$ cat src/rtl/adc_capture_sequencer.sv
// Multi-sample ADC capture sequencer on the SPI clock: frames chip-select, gates the SIPO
// shift window and writes one RAM word per frame into a DEPTH-deep buffer (one-shot or ring).
module adc_capture_sequencer #(
  parameter int DATA_W         = 10,
  parameter int ADDR_W         = 4,
  parameter int DEPTH          = 16,
  parameter int CS_LOW_CYCLES  = 16,
  parameter int CS_HIGH_CYCLES = 4,
  parameter int LOG_START      = 3
) (
  input  logic              clk,
  input  logic              reset_b,
  input  logic              start,
  input  logic              abort,
  input  logic              continuous,
  output logic              cs,
  output logic              data_logging,
  output logic              ram_we,
  output logic [ADDR_W-1:0] ram_addr,
  output logic [ADDR_W:0]   sample_count,
  output logic              busy,
  output logic              done,
  output logic [2:0]        state_dbg
);

  typedef enum logic [2:0] {
    S_IDLE    = 3'd0,
    S_CONVERT = 3'd1,
    S_WRITE   = 3'd2,
    S_GAP     = 3'd3,
    S_DONE    = 3'd4
  } state_t;

  localparam int BIT_W = $clog2(CS_LOW_CYCLES);
  localparam int GAP_W = $clog2(CS_HIGH_CYCLES);

  localparam logic [BIT_W-1:0]  BIT_LAST  = BIT_W'(CS_LOW_CYCLES - 1);
  localparam logic [BIT_W-1:0]  LOG_FIRST = BIT_W'(LOG_START);
  localparam logic [BIT_W-1:0]  LOG_LAST  = BIT_W'(LOG_START + DATA_W - 1);
  localparam logic [GAP_W-1:0]  GAP_LAST  = GAP_W'(CS_HIGH_CYCLES - 2);
  localparam logic [ADDR_W-1:0] LAST_SLOT = ADDR_W'(DEPTH - 1);
  localparam logic [ADDR_W:0]   DEPTH_CNT = (ADDR_W + 1)'(DEPTH);

  state_t             state, state_n;
  logic [BIT_W-1:0]   bit_cnt, bit_cnt_n;
  logic [GAP_W-1:0]   gap_cnt, gap_cnt_n;
  logic               cont_q, cont_n;
  logic [ADDR_W-1:0]  addr_n;
  logic [ADDR_W:0]    count_n;
  logic               cs_n, dl_n, we_n, busy_n, done_n;

  assign state_dbg = state;

  always_comb begin
    state_n   = state;
    bit_cnt_n = bit_cnt;
    gap_cnt_n = gap_cnt;
    cont_n    = cont_q;
    addr_n    = ram_addr;
    count_n   = sample_count;

    case (state)
      S_IDLE, S_DONE: begin
        if (start) begin
          state_n   = S_CONVERT;
          bit_cnt_n = '0;
          addr_n    = '0;
          count_n   = '0;
        end
      end
      S_CONVERT: begin
        if (bit_cnt == BIT_LAST) begin
          state_n = S_WRITE;
        end else begin
          bit_cnt_n = bit_cnt + BIT_W'(1);
        end
      end
      S_WRITE: begin
        // The ring/one-shot decision is frozen here so a late toggle cannot split a frame.
        state_n   = S_GAP;
        gap_cnt_n = '0;
        cont_n    = continuous;
        if (sample_count != DEPTH_CNT) begin
          count_n = sample_count + (ADDR_W + 1)'(1);
        end
      end
      S_GAP: begin
        if (gap_cnt == GAP_LAST) begin
          if (ram_addr == LAST_SLOT) begin
            if (cont_q) begin
              state_n   = S_CONVERT;
              bit_cnt_n = '0;
              addr_n    = '0;
            end else begin
              state_n = S_DONE;
            end
          end else begin
            state_n   = S_CONVERT;
            bit_cnt_n = '0;
            addr_n    = ram_addr + ADDR_W'(1);
          end
        end else begin
          gap_cnt_n = gap_cnt + GAP_W'(1);
        end
      end
      default: state_n = S_IDLE;
    endcase

    // Abort returns to idle but leaves the address and count showing how far the capture got.
    if (abort) begin
      state_n   = S_IDLE;
      bit_cnt_n = bit_cnt;
      gap_cnt_n = gap_cnt;
      cont_n    = cont_q;
      addr_n    = ram_addr;
      count_n   = sample_count;
    end
  end

  always_comb begin
    cs_n   = (state_n != S_CONVERT);
    dl_n   = (state_n == S_CONVERT) && (bit_cnt_n >= LOG_FIRST) && (bit_cnt_n <= LOG_LAST);
    we_n   = (state_n == S_WRITE);
    busy_n = (state_n == S_CONVERT) || (state_n == S_WRITE) || (state_n == S_GAP);
    done_n = (state_n == S_DONE);
  end

  always_ff @(posedge clk or negedge reset_b) begin
    if (!reset_b) begin
      state        <= S_IDLE;
      bit_cnt      <= '0;
      gap_cnt      <= '0;
      cont_q       <= 1'b0;
      cs           <= 1'b1;
      data_logging <= 1'b0;
      ram_we       <= 1'b0;
      ram_addr     <= '0;
      sample_count <= '0;
      busy         <= 1'b0;
      done         <= 1'b0;
    end else begin
      state        <= state_n;
      bit_cnt      <= bit_cnt_n;
      gap_cnt      <= gap_cnt_n;
      cont_q       <= cont_n;
      cs           <= cs_n;
      data_logging <= dl_n;
      ram_we       <= we_n;
      ram_addr     <= addr_n;
      sample_count <= count_n;
      busy         <= busy_n;
      done         <= done_n;
    end
  end

endmodule

$ cat config.mk
export PLATFORM = sky130hd
export DESIGN_NAME = adc_capture_sequencer
export DESIGN_NICKNAME = d
export VERILOG_FILES = /design/src/rtl/adc_capture_sequencer.sv
export SDC_FILE = /design/constraint.sdc
export NUM_CORES = 1
export LEC_CHECK = 0
export CAP_MARGIN = 20
export CORE_MARGIN = 10
export CORE_UTILIZATION = 34
export CTS_CLUSTER_SIZE = 25
export DETAILED_ROUTE_END_ITERATION = 6
export PLACE_DENSITY = 0.6
export SETUP_SLACK_MARGIN = 0.02
export SLEW_MARGIN = 25
export SYNTH_ARGS = -nofsm -noshare
export SYNTH_HDL_FRONTEND = slang
export SYNTH_SLANG_ARGS = --single-unit
$ cat constraint.sdc
create_clock -name clk -period 5.05 [get_ports clk]
set_input_delay 0.7575 -clock clk [delete_from_list [all_inputs] [get_ports clk]]
set_output_delay 0.7575 -clock clk [all_outputs]
set_load 0.02 [all_outputs]
==> results.json <==
{
  "rows": 23,
  "synth.distinct_cells": 50,
  "cts_setup_buffers": 0,
  "drive_gt1_share_pct": 10.1,
  "startpoint": "abort",
  "maxSlewHeadroom_pct": 61.8,
  "crit_type": "in -> reg",
  "synthMuxAreaShare_pct": 1.53,
  "synth.yosys.seq_area_share_pct": 43.3,
  "setup-violations-final": 0,
  "cts_tree": "done",
  "antennaDiodeCount": 0,
  "worst_clock_skew_ps": 1.57,
  "leakage_nw": 0.740,
  "synth_edf_count": 0,
  "cp.arrival_ps": 2630,
  "synthAdderAreaFrac_pct": 4.50,
  "ys_warn_count": 0,
  "maxCapViolCount": 0,
  "root_buffer": "clkbuf_8",
  "die_w_um": 83.9,
  "timing.rr.end": "data_logging",
  "firstDrtPassIters": 4,
  "clock_latency_ps": 270,
  "yosys.area_share.simple_pct": 28.4,
  "fp.dieH_um": 83.9,
  "dpl-instance-area_um2": 1630,
  "grt_pass1_wl_mm": 5.39,
  "vias": 1099,
  "clock_path_buffers": 2,
  "htree_levels": 1,
  "finalHoldViolations": 0,
  "reg2reg_from": "ram_addr[0]",
  "fin_crit_ps": 2490,
  "grt_pass1_vias": 1160,
  "max_slew.worst_pin.slew_ps": 571,
  "fin_crit_sh_pct": 49.3,
  "tns_ps": 0,
  "powerDensity_nw_per_um2": 258,
  "overflow": 0,
  "synth_compound_area_share_pct": 15.8,
  "ir_drop_v": 0.0000943,
  "vias_per_cell": 5.26,
  "wl_per_cell_um": 14.1,
  "slew_viol_final": 0,
  "rr_worst_depth": 6,
  "synthToLayoutAreaGrowth_pct": 21.4,
  "seqCellArea_um2": 602,
  "worstPathRequired_ps": 5190,
  "hold_path_class": "in -> async",
  "ios": 22,
  "start_kind": "input port",
  "numCtsBuffers": 3,
  "clk_pin_slew_worst_paths_ps": 80,
  "hpwlAfterDp_mm": 2.25,
  "avgSynthCellArea_um2": 10.1,
  "fmax_mhz": 402,
  "drt_iter0_markers": 67,
  "status": "finished clean",
  "syn_area_um2": 1390,
  "io_buffers": 21,
  "place.gp.congestion": 0.803,
  "core-area_um2": 3970,
  "critPathCaptureType": "flop",
  "rsz0062_at_grt": "no",
  "ys.flop_type": "dfrtp_1",
  "grt_max_degree": 25,
  "post_cts_resize_count": 0,
  "wl_mm": 2.96,
  "antenna_left": 0,
  "nets": 170,
  "fin_area_um2": 1690,
  "clock_sinks": 24,
  "fill_cells": 387,
  "multiInputGateArea_um2": 733,
  "regToRegSetupSlack_ps": 3000,
  "antenna_found_initial": 0,
  "synth_top_family_by_area": "simple AND/OR/NAND/NOR gates",
  "syn_inst": 138,
  "synth_seq_cells": 24,
  "die_area_um2": 7050,
  "drc": 0,
  "crit_path_max_fanout": 14,
  "hold_buffers": 0,
  "synthXorXnorAreaFrac_pct": 2.52,
  "grtUsageTotal_pct": 8.88,
  "synth_nets": 148,
  "initial_utilization_pct": 35.0,
  "async_flop_share_pct": 100
}
critical path, stage by stage:
cell             delay, ps
clkdlybuf4s50_1        690
or2b_1                 380
nor4_4                 280
a211oi_2               100
a311oi_1               340
nor3_2                  80
cell families after synthesis:
logic type / Yosys count
flops: 24
xor+xnor: 4
buf+inv: 12
mux: 2
compound gates: 29
fa+ha+maj: 5
simple gates: 62
registers in the layout, summed over array words and instances (netlist names):
signal	cells
data_logging	1
done	1
cont_q	1
sample_count	5
busy	1
state_dbg	3
ram_addr	4
gap_cnt	2
bit_cnt	4
ram_we	1
cs	1
placed cells by master (no fill, tap or decap), drive strengths merged, types with 2 or more instances in the layout:
master / count
nand4: 2
o21ai: 7
xor2: 4
and3: 2
or3b: 2
clkdlybuf4s50: 20
nor2: 15
nand2b: 5
or4: 3
a22o: 2
dfrtp: 23
and2: 2
nor4b: 2
inv: 8
a21oi: 8
clkbuf: 4
ha: 5
nand2: 11
o31ai: 2
nor3: 3
nand3: 5
per-layer routing:
| layer | wire length, um | GRT usage (%) |
|---|---|---|
| met1 | 1300 | 10.5 |
| met2 | 1460 | 15.1 |
| met5 | 0 | 0 |
| met3 | 161 | 2.44 |
| met4 | 29 | 2.74 |
through the flow:
stage	util [%]	total power (W)	cells	hold slack (ps)	worst slack, ps
2_1_floorplan	-	0.000281	138	462	3130
3_3_place_gp	41.2	0.000308	205	507	2330
3_5_place_dp	41.1	0.000309	205	509	2280
4_1_cts	42.5	0.000444	209	477	2560
5_1_grt	42.5	0.000467	209	500	2390
6_report	42.5	0.000436	209	456	2560
final cells by class:
class | instances | area share, %
Clock buffer | 4 | 3.26
Inverter | 8 | 1.78
Multi-Input combinational cell | 102 | 43.4
Sequential cell | 24 | 35.7
Tap cell | 50 | 3.71
Timing Repair Buffer | 21 | 12.2
worst max path at each step:
stage	end	slack, ps	cells after the start
after global routing	data_logging	2390	6
final	data_logging	2560	6
after detailed placement	data_logging	2280	6
after CTS	data_logging	2560	6
after floorplan	gap_cnt[1]	3130	5
after global placement	data_logging	2330	6
power by group:
| group | internal [W] | total, W | leakage, nW | switching, W |
|---|---|---|---|---|
| clock | 0.0000697 | 0.000131 | 0.0288 | 0.0000618 |
| combinational | 0.0000334 | 0.0000805 | 0.391 | 0.0000471 |
| sequential | 0.000207 | 0.000224 | 0.320 | 0.0000166 |
| total | 0.000311 | 0.000436 | 0.740 | 0.000126 |
synth_stat cells (all sizes together) (2+ instances only):
master  number  area, um^2
or4          3        22.5
nand3        5        25.0
xor2         4        35.0
nand2b       5        31.3
nand4        2        12.5
o21ai        7        35.0
buf          3        21.3
inv          8        30.0
ha           5        62.6
and2         2        12.5
o31ai        2        20.0
nand2       11        41.3
nor2        15        56.3
a22o         2        17.5
a21oi        8        40.0
or3b         2        17.5
and3         2        12.5
nor3         3        25.0
nor4b        2        32.5
dfrtp       23         576
Note: power is estimated with default switching activity, not from simulation.
